`src/rtl/gamepad_pmod_serializer.sv`:
```
// ============================================================================
// gamepad_pmod_serializer
//
// Controller-side emulation of the Gamepad Pmod. A parallel button word is
// accepted on a valid/ready handshake and shifted out MSB first on
// pmod_data/pmod_clk. A pmod_latch pulse follows the last bit; the receiver
// transfers its shift register on the latch rising edge. Feeds
// gamepad_pmod_single / gamepad_pmod_dual for loopback self-test or for
// driving the gamepad input path from an internal source.
//
// Ports:
//   clk          in   system clock
//   rst_n        in   asynchronous active-low reset
//   frame_data   in   [BIT_WIDTH] button word, 1 = pressed, MSB sent first
//   frame_valid  in   frame_data valid
//   frame_ready  out  idle and able to accept a frame
//   frame_done   out  one-cycle pulse when a frame's latch completes
//   pmod_data    out  serial data, stable across the whole pmod_clk high phase
//   pmod_clk     out  serial clock, receiver samples on the rising edge
//   pmod_latch   out  latch, receiver transfers on the rising edge
//
// Parameters:
//   BIT_WIDTH     bits per frame (12 for one controller, 24 for two)
//   HALF_PERIOD   system clocks per pmod_clk half-period, 3..255
//   LATCH_CYCLES  system clocks pmod_latch is held high, 3..255
//
// All outputs are registered; their next values are derived from the
// next FSM state so every output changes on the same edge as the state.
// ============================================================================
module gamepad_pmod_serializer #(
   parameter int BIT_WIDTH    = 12,
   parameter int HALF_PERIOD  = 4,
   parameter int LATCH_CYCLES = 4
) (
   input  logic                 clk,
   input  logic                 rst_n,
   input  logic [BIT_WIDTH-1:0] frame_data,
   input  logic                 frame_valid,
   output logic                 frame_ready,
   output logic                 frame_done,
   output logic                 pmod_data,
   output logic                 pmod_clk,
   output logic                 pmod_latch
);

   localparam int BC_W = (BIT_WIDTH > 1) ? $clog2(BIT_WIDTH) : 1;

   localparam logic [BC_W-1:0] BIT_RELOAD   = BC_W'(BIT_WIDTH - 1);
   localparam logic [7:0]      PHASE_RELOAD = 8'(HALF_PERIOD - 1);
   localparam logic [7:0]      LATCH_RELOAD = 8'(LATCH_CYCLES - 1);

   typedef enum logic [1:0] {
      IDLE   = 2'd0,
      CLK_LO = 2'd1,
      CLK_HI = 2'd2,
      LATCH  = 2'd3
   } state_e;

   state_e                 state_q,     state_d;
   logic [BIT_WIDTH-1:0]   shift_q,     shift_d;
   logic [BC_W-1:0]        bit_cnt_q,   bit_cnt_d;
   logic [7:0]             phase_cnt_q, phase_cnt_d;
   logic [7:0]             latch_cnt_q, latch_cnt_d;

   logic                   frame_ready_q, frame_ready_d;
   logic                   frame_done_q,  frame_done_d;
   logic                   pmod_data_q,   pmod_data_d;
   logic                   pmod_clk_q,    pmod_clk_d;
   logic                   pmod_latch_q,  pmod_latch_d;

   // -------------------------------------------------------------------------
   // State register
   // -------------------------------------------------------------------------
   always_ff @(posedge clk or negedge rst_n) begin
      if (!rst_n) begin
         state_q       <= IDLE;
         shift_q       <= '0;
         bit_cnt_q     <= '0;
         phase_cnt_q   <= '0;
         latch_cnt_q   <= '0;
         frame_ready_q <= 1'b1;
         frame_done_q  <= 1'b0;
         pmod_data_q   <= 1'b0;
         pmod_clk_q    <= 1'b0;
         pmod_latch_q  <= 1'b0;
      end else begin
         state_q       <= state_d;
         shift_q       <= shift_d;
         bit_cnt_q     <= bit_cnt_d;
         phase_cnt_q   <= phase_cnt_d;
         latch_cnt_q   <= latch_cnt_d;
         frame_ready_q <= frame_ready_d;
         frame_done_q  <= frame_done_d;
         pmod_data_q   <= pmod_data_d;
         pmod_clk_q    <= pmod_clk_d;
         pmod_latch_q  <= pmod_latch_d;
      end
   end

   // -------------------------------------------------------------------------
   // Next-state and output logic
   // -------------------------------------------------------------------------
   always_comb begin
      state_d      = state_q;
      shift_d      = shift_q;
      bit_cnt_d    = bit_cnt_q;
      phase_cnt_d  = phase_cnt_q;
      latch_cnt_d  = latch_cnt_q;
      frame_done_d = 1'b0;

      case (state_q)
         IDLE: begin
            // The word is captured only here; frame_data is ignored while busy.
            if (frame_valid && frame_ready_q) begin
               shift_d     = frame_data;
               bit_cnt_d   = BIT_RELOAD;
               phase_cnt_d = PHASE_RELOAD;
               state_d     = CLK_LO;
            end
         end

         CLK_LO: begin
            if (phase_cnt_q == 8'd0) begin
               phase_cnt_d = PHASE_RELOAD;
               state_d     = CLK_HI;
            end else begin
               phase_cnt_d = phase_cnt_q - 8'd1;
            end
         end

         CLK_HI: begin
            if (phase_cnt_q == 8'd0) begin
               shift_d     = {shift_q[BIT_WIDTH-2:0], 1'b0};
               phase_cnt_d = PHASE_RELOAD;
               if (bit_cnt_q == '0) begin
                  latch_cnt_d = LATCH_RELOAD;
                  state_d     = LATCH;
               end else begin
                  bit_cnt_d = bit_cnt_q - 1'b1;
                  state_d   = CLK_LO;
               end
            end else begin
               phase_cnt_d = phase_cnt_q - 8'd1;
            end
         end

         LATCH: begin
            if (latch_cnt_q == 8'd0) begin
               frame_done_d = 1'b1;
               state_d      = IDLE;
            end else begin
               latch_cnt_d = latch_cnt_q - 8'd1;
            end
         end

         default: state_d = IDLE;
      endcase

      // Returning to IDLE through the done cycle guarantees pmod_latch is low
      // for at least one cycle before a back-to-back frame's first CLK_LO.
      frame_ready_d = (state_d == IDLE);
      pmod_clk_d    = (state_d == CLK_HI);
      pmod_latch_d  = (state_d == LATCH);

      // Data follows the (possibly just shifted) MSB in CLK_LO and is frozen
      // across CLK_HI so the receiver's synchronised sample is stable.
      case (state_d)
         CLK_LO:  pmod_data_d = shift_d[BIT_WIDTH-1];
         CLK_HI:  pmod_data_d = pmod_data_q;
         default: pmod_data_d = 1'b0;
      endcase
   end

   assign frame_ready = frame_ready_q;
   assign frame_done  = frame_done_q;
   assign pmod_data   = pmod_data_q;
   assign pmod_clk    = pmod_clk_q;
   assign pmod_latch  = pmod_latch_q;

endmodule

```
`config.mk`:
```
export PLATFORM = sky130hd
export DESIGN_NAME = gamepad_pmod_serializer
export DESIGN_NICKNAME = d
export VERILOG_FILES = /design/src/rtl/gamepad_pmod_serializer.sv
export SDC_FILE = /design/constraint.sdc
export NUM_CORES = 1
export LEC_CHECK = 0
export BUFFER_PORTS_ARGS = -buffer_cell sky130_fd_sc_hd__buf_2
export CORE_MARGIN = 1
export CORE_UTILIZATION = 58
export DETAILED_ROUTE_END_ITERATION = 10
export GPL_ROUTABILITY_DRIVEN = 0
export HOLD_SLACK_MARGIN = 0.12
export PLACE_DENSITY = 0.78
export SLEW_MARGIN = 0
export SYNTH_ARGS = -nofsm -noshare
export SYNTH_HDL_FRONTEND = slang
export SYNTH_SLANG_ARGS = --single-unit
```
`constraint.sdc`:
```
create_clock -name clk -period 2.8 [get_ports clk]
set_clock_uncertainty 0.2 [all_clocks]
set_input_delay 0.28 -clock clk [delete_from_list [all_inputs] [get_ports clk]]
set_output_delay 0.28 -clock clk [all_outputs]
set_load 0.005 [all_outputs]
```
==> results.py, run 1 <==
metrics = {
    "outcome": {
        "run_status": "finished clean",
    },
    "synthesis": {
        "synth_top_cell_by_area": "dfrtp_1",
        "ys_async_sr_fraction_pct": 100,
        "synth_warnings": 0,
        "avgSynthCellArea_sq_um": 9.38,
        "ys.flop_type": "dfrtp_1",
        "synthesis.nets": 246,
        "synth_area_sq_mm": 0.00210,
        "synth_top_cell_area_share_pct": 45.3,
        "yosys_register_bits": 39,
        "yosysSeqAreaShare_pct": 46.5,
        "synthSimpleGateAreaFrac_pct": 19.0,
        "synthXorXnorAreaFrac_pct": 5.00,
        "synthAdderAreaFrac_pct": 4.17,
        "ys_top_cells_by_area": "dfrtp_1 45%, o21ai_0 5.2%, ha_1 4.2%",
        "syn_inst": 224,
        "synth_top_family_by_area": "compound AO/OA/AOI/OAI gates",
        "synth.most_common_cell": "dfrtp_1",
        "muxShareOfSynthArea_pct": 0.476,
        "ys_types": 48,
        "synth_compound_area_share_pct": 19.8,
        "synth_common_cells": "38 x dfrtp_1, 22 x nor2_1, 22 x o21ai_0",
        "synth-edff-count": 0,
    },
    "route": {
        "drt-vias-per-instance": 5.76,
        "finalWirelength_mm": 4.29,
        "dr.pass1.iters": 4,
        "via_count": 1758,
        "drcViolationCount": 0,
        "wl_per_cell_microns": 14.1,
        "dr.first_iter.drc_count": 73,
        "ant_nets": 0,
    },
    "clock_network": {
        "numCtsBuffers": 5,
        "tritoncts": "yes",
        "h-tree-depth": 2,
        "postCtsHoldBufs": 14,
        "post_cts_buffers": 0,
        "post_cts_resized": 0,
        "path_clk_slew_ns": 0.13,
        "cts_sinks": 39,
        "cts-root-buf": "clkbuf_4",
        "clockBufferDepth": 2,
        "clock_latency_ns": 0.37,
    },
    "worst_setup_path": {
        "path_cells": "inv_1 -> ha_1 -> or4bb_1 -> nor3_4 -> o211ai_2 -> or4_1 -> a21oi_1",
        "crit_fanout": 5,
        "cpMaxStageDelayCell": "or4bb_1",
        "crit_arrival_ns": 2.66,
        "slowest_delay_ns": 0.59,
        "critPathKind": "flip-flop to flip-flop",
        "start_kind": "flip-flop",
        "r2r_end": "latch_cnt_q[5]$_DFFE_PN0P_",
        "setup.worst_path.end_class": "flip-flop",
        "regToRegStartpoint": "phase_cnt_q[0]$_DFFE_PN0P_",
        "timing.reg2reg.setup_slack_ns": 0.23,
        "cp.required_ns": 2.89,
        "reg2reg_depth": 7,
    },
    "timing": {
        "setup-tns-final_ns": 0,
        "setup_slack_ns": 0.229,
        "rsz0062_at_grt": "false",
        "finalCritPeriodShare_pct": 91.8,
        "hold_viol_final": 0,
        "max_slew_margin_pct": 43.8,
        "fmax_mhz": 389,
        "setup_viol": 0,
        "tightest_slew_ns": 0.843,
        "period_needed_ns": 2.57,
        "drv_slew": 0,
    },
    "min_path": {
        "min_from": "shift_q[10]$_DFFE_PN0P_",
        "hold_end": "shift_q[10]$_DFFE_PN0P_",
        "hold_path_depth": 2,
        "min_path_type": "flip-flop to flip-flop",
    },
    "global_route": {
        "grtUsageMet2_pct": 42.4,
        "grt_max_degree": 40,
        "grt_pass1_vias": 1727,
        "antenna_found_initial": 0,
        "busiest_layer": "met2",
        "grt_remaining_overflow": 0,
        "grt_pass1_wl_mm": 7.51,
        "met1_usage_pct": 30.6,
        "grt_use_met3_pct": 5.70,
        "grt.total_usage_pct": 25.1,
    },
    "pwr": {
        "leakage_nw": 1.09,
        "comb_power_share_pct": 44.1,
        "p_sw_share_pct": 42.8,
        "clockPowerShare_pct": 12.9,
        "power.share.sequential_pct": 43.0,
        "p_sw_w": 0.000954,
        "pwr_density_cell_mw_per_mm2": 917,
        "max-vdd-ir-drop_v": 0.000523,
        "internal_power_w": 0.00128,
    },
    "finish": {
        "diodes": 0,
        "fin_util_pct": 71.2,
        "fin_nets": 280,
        "design_area_sq_mm": 0.00243,
        "drive_gt1_share_pct": 15.4,
        "num-fill-cells": 271,
        "instances_no_fill": 305,
        "syn_to_final_growth_pct": 15.8,
    },
    "flow_run": {
        "maxCapViolations": 0,
    },
    "die": {
        "initial_utilization_pct": 61.5,
        "core-area_sq_mm": 0.00342,
        "die_area_sq_mm": 0.00387,
        "std_cell_rows": 21,
        "die_w_microns": 62.2,
        "io_pins": 20,
        "die_y_microns": 62.2,
    },
    "placed_design": {
        "portBuffers": 19,
        "hpwl_mm": 2.89,
        "place_inst": 283,
        "detailedPlace.worstSlack_ns": 0.297,
        "placed_cell_area_sq_mm": 0.00224,
    },
}
==> how the worst max path moves through the flow <==
stage	from	end	slack, ns	cells after the start
after global routing	phase_cnt_q[0]$_DFFE_PN0P_	latch_cnt_q[5]$_DFFE_PN0P_	0.1	7
final	phase_cnt_q[0]$_DFFE_PN0P_	latch_cnt_q[5]$_DFFE_PN0P_	0.23	7
after floorplan	state_q[0]$_DFF_PN0_	latch_cnt_q[5]$_DFFE_PN0P_	0.39	8
after detailed placement	phase_cnt_q[0]$_DFFE_PN0P_	latch_cnt_q[5]$_DFFE_PN0P_	0.30	7
after global placement	phase_cnt_q[0]$_DFFE_PN0P_	latch_cnt_q[5]$_DFFE_PN0P_	0.40	7
after CTS	phase_cnt_q[0]$_DFFE_PN0P_	latch_cnt_q[5]$_DFFE_PN0P_	0.23	7
==> layout make-up <==
class	instances	area, sq um	share of cell area, %
Clock buffer	6	41.3	1.70
Clock inverter	2	13.8	0.566
Inverter	14	52.6	2.16
Multi-Input combinational cell	160	1020	41.9
Sequential cell	39	977	40.2
Tap cell	46	57.6	2.37
Timing Repair Buffer	38	273	11.2
==> placed cells by master, fill, tap and decap left out, types with 4 or more instances in the layout <==
cell type	count
a21oi_1	9
a22oi_1	11
buf_2	19
buf_4	5
clkbuf_4	5
dfrtp_1	38
dlygate4sd3_1	14
ha_1	7
inv_1	14
nand2_1	19
nand3_1	4
nor2_1	22
nor3_1	6
o21ai_0	22
xnor2_1	4
xor2_1	8
==> cells by family (layout without fill, tap and decap cells) <==
| kind of cell | after synthesis | in the layout |
|---|---|---|
| simple gates | 76 | 76 |
| compound gates | 64 | 64 |
| fa+ha+maj | 7 | 7 |
| flops | 39 | 39 |
| xor+xnor | 12 | 12 |
| mux | 1 | 1 |
| buf+inv | 25 | 60 |
==> metal layers <==
layer  vias up  share of wire (%)
li1        868                  -
met1       851                 46
met2        31                 49
met3         8                3.2
met4         0                1.9
met5         -                  0
==> metrics by stage <==
| stage | hold slack [ns] | power, W |
|---|---|---|
| 2_1_floorplan | -0.216 | 0.00171 |
| 3_3_place_gp | 0.223 | 0.00191 |
| 3_5_place_dp | 0.234 | 0.00193 |
| 4_1_cts | 0.298 | 0.00224 |
| 5_1_grt | 0.341 | 0.00244 |
| 6_report | 0.291 | 0.00223 |
==> critical path: cells and delay by family (launching register included) <==
family,cells,cell delay [ns]
fa+ha+maj,1,0.19
compound gates,2,0.33
flops,1,0.42
buf+inv,1,0.10
simple gates,3,1.26
==> power by group through the flow <==
stage	registers (W)	logic, W	clock network, W
2_1_floorplan	0.000923	0.000786	0
3_3_place_gp	0.000964	0.000947	0
3_5_place_dp	0.000967	0.000967	0
4_1_cts	0.000958	0.000985	0.000293
5_1_grt	0.000992	0.00113	0.000318
6_report	0.000960	0.000984	0.000288
==> flip-flops by register name (all words and copies together) (netlist names) <==
signal	count
state_q	2
frame_ready	1
pmod_data	1
shift_q	12
pmod_latch	1
frame_done	1
bit_cnt_q	4
latch_cnt_q	8
pmod_clk	1
phase_cnt_q	8
Power figures use the tool's default switching activity.
==> run 2, diff against run 1 <==
Settings changed: PLACE_DENSITY 0.78 to 0.77.
==> results.py, run 2 (same netlist as run 1, synthesis figures left out) <==
metrics = {
    "placed_design": {
        "hpwl_mm": 2.87,
        "portBuffers": 19,
    },
    "global_route": {
        "grt_pass1_vias": 1691,
        "antenna_found_initial": 0,
        "grt_max_degree": 40,
        "grt_remaining_overflow": 0,
        "grt.total_usage_pct": 26.4,
        "grt_pass1_wl_mm": 7.79,
    },
    "min_path": {
        "hold_path_depth": 2,
        "min_from": "shift_q[10]$_DFFE_PN0P_",
        "hold_end": "shift_q[10]$_DFFE_PN0P_",
        "min_path_type": "flip-flop to flip-flop",
    },
    "worst_setup_path": {
        "slowest_delay_ns": 0.58,
        "cpMaxStageDelayCell": "or4bb_1",
        "crit_fanout": 5,
        "crit_arrival_ns": 2.62,
        "path_cells": "inv_1 -> ha_1 -> or4bb_1 -> nor3_4 -> o211ai_2 -> or4_1 -> a21oi_1",
        "reg2reg_depth": 7,
        "regToRegStartpoint": "phase_cnt_q[0]$_DFFE_PN0P_",
        "cp.required_ns": 2.89,
        "timing.reg2reg.setup_slack_ns": 0.27,
        "start_kind": "flip-flop",
        "critPathKind": "flip-flop to flip-flop",
        "r2r_end": "latch_cnt_q[5]$_DFFE_PN0P_",
        "setup.worst_path.end_class": "flip-flop",
    },
    "route": {
        "drcViolationCount": 0,
        "finalWirelength_mm": 4.39,
        "dr.first_iter.drc_count": 92,
        "wl_per_cell_microns": 14.4,
        "dr.pass1.iters": 4,
        "ant_nets": 0,
        "drt-vias-per-instance": 5.69,
        "via_count": 1735,
    },
    "timing": {
        "setup_viol": 0,
        "drv_slew": 0,
        "setup-tns-final_ns": 0,
        "tightest_slew_ns": 0.840,
        "hold_viol_final": 0,
        "period_needed_ns": 2.53,
        "rsz0062_at_grt": "false",
        "max_slew_margin_pct": 44.0,
        "finalCritPeriodShare_pct": 90.4,
        "fmax_mhz": 395,
    },
    "finish": {
        "seq_area_sq_um": 977,
        "layout_common_cells": "38 x dfrtp_1, 22 x nor2_1, 22 x o21ai_0",
        "largest_reg_flops": 12,
        "final_common_cell": "dfrtp_1",
        "fin_nets": 280,
        "syn_to_final_growth_pct": 16.1,
        "num-fill-cells": 277,
        "drive_gt1_share_pct": 15.4,
        "multiInputGateArea_sq_mm": 0.00102,
        "top_regs": "shift_q: 12 flops, latch_cnt_q: 8 flops, phase_cnt_q: 8 flops",
        "regMostFlops": "shift_q",
        "diodes": 0,
    },
    "clock_network": {
        "h-tree-depth": 2,
        "path_clk_slew_ns": 0.11,
        "cts_sinks": 39,
        "clock_latency_ns": 0.36,
        "cts-root-buf": "clkbuf_4",
        "post_cts_resized": 0,
        "tritoncts": "yes",
        "clockBufferDepth": 2,
        "numCtsBuffers": 5,
    },
    "pwr": {
        "internal_power_w": 0.00130,
        "finalPower_w": 0.00226,
        "p_sw_w": 0.000959,
        "p_sw_share_pct": 42.4,
        "leakage_nw": 1.09,
        "comb_power_share_pct": 44.0,
        "pwr_density_cell_mw_per_mm2": 927,
        "max-vdd-ir-drop_v": 0.000595,
        "power.share.sequential_pct": 42.6,
        "clockPowerShare_pct": 13.4,
    },
    "die": {
        "core-area_sq_mm": 0.00342,
        "die_area_sq_mm": 0.00387,
        "io_pins": 20,
        "die_w_microns": 62.2,
        "std_cell_rows": 21,
        "initial_utilization_pct": 61.5,
        "die_y_microns": 62.2,
    },
    "outcome": {
        "run_status": "finished clean",
    },
    "flow_run": {
        "maxCapViolations": 0,
    },
}
-- run 2: through the flow --
stage,instances,cell area (sq um),util [%],worst slack [ns],hold slack [ns]
after detailed placement,283,2240,65.5,0.312,0.239
after CTS,305,2440,71.4,0.272,0.297
after floorplan,224,2100,-,0.390,-0.216
after global routing,305,2440,71.4,0.0743,0.319
final,305,2440,71.4,0.270,0.296
after global placement,283,2240,65.5,0.397,0.225
-- run 2: what timing repair did --
action | CTS | global route
hold buffers | 14 | 0
setup buffers | 0 | 0
endpoints found under the hold margin | 51 | 0
-- run 2: layer usage --
| metal | GRT usage (%) | up-vias | part of all wire (%) |
|---|---|---|---|
| li1 | - | 867 | - |
| met1 | 32.0 | 812 | 45 |
| met2 | 44.5 | 46 | 47 |
| met3 | 4.96 | 10 | 4.4 |
| met4 | 14.0 | 0 | 2.6 |
| met5 | 0 | - | 0 |
-- run 2: final cells by class --
class / count / share of cell area (%)
sequential: 39 / 40.1
tap: 46 / 2.36
inverter: 14 / 2.15
clock inverter: 1 / 0.205
clock buffer: 7 / 2.26
multi-input combinational: 160 / 41.8
timing repair buffer: 38 / 11.2
-- run 2: how the worst max path moves through the flow --
stage                               start  cells past startpoint                         end  slack (ns)
2_1_floorplan        state_q[0]$_DFF_PN0_                      8  latch_cnt_q[5]$_DFFE_PN0P_        0.39
3_3_place_gp   phase_cnt_q[0]$_DFFE_PN0P_                      7  latch_cnt_q[5]$_DFFE_PN0P_        0.40
3_5_place_dp   phase_cnt_q[1]$_DFFE_PN0P_                      7  latch_cnt_q[5]$_DFFE_PN0P_        0.31
4_1_cts        phase_cnt_q[0]$_DFFE_PN0P_                      7  latch_cnt_q[5]$_DFFE_PN0P_        0.27
5_1_grt              state_q[1]$_DFF_PN0_                      7       pmod_data$_DFFE_PN0P_        0.07
6_report       phase_cnt_q[0]$_DFFE_PN0P_                      7  latch_cnt_q[5]$_DFFE_PN0P_        0.27
-- run 2: critical path, delay by kind of cell (launching register included) --
family	cells	cell delay [ns]
AND/OR/NAND/NOR	3	1.24
flip-flops	1	0.41
AO/OA/AOI/OAI	2	0.33
adder cells (fa/ha/maj)	1	0.20
buffers and inverters	1	0.10
-- run 2: power by group through the flow --
stage                     clock network (W)  registers (W)  logic [W]
after detailed placement                  0       0.000964   0.000964
final                              0.000303       0.000962   0.000994
after floorplan                           0       0.000923   0.000786
after CTS                          0.000308       0.000955   0.000986
after global routing               0.000334       0.000994    0.00114
after global placement                    0       0.000963   0.000942
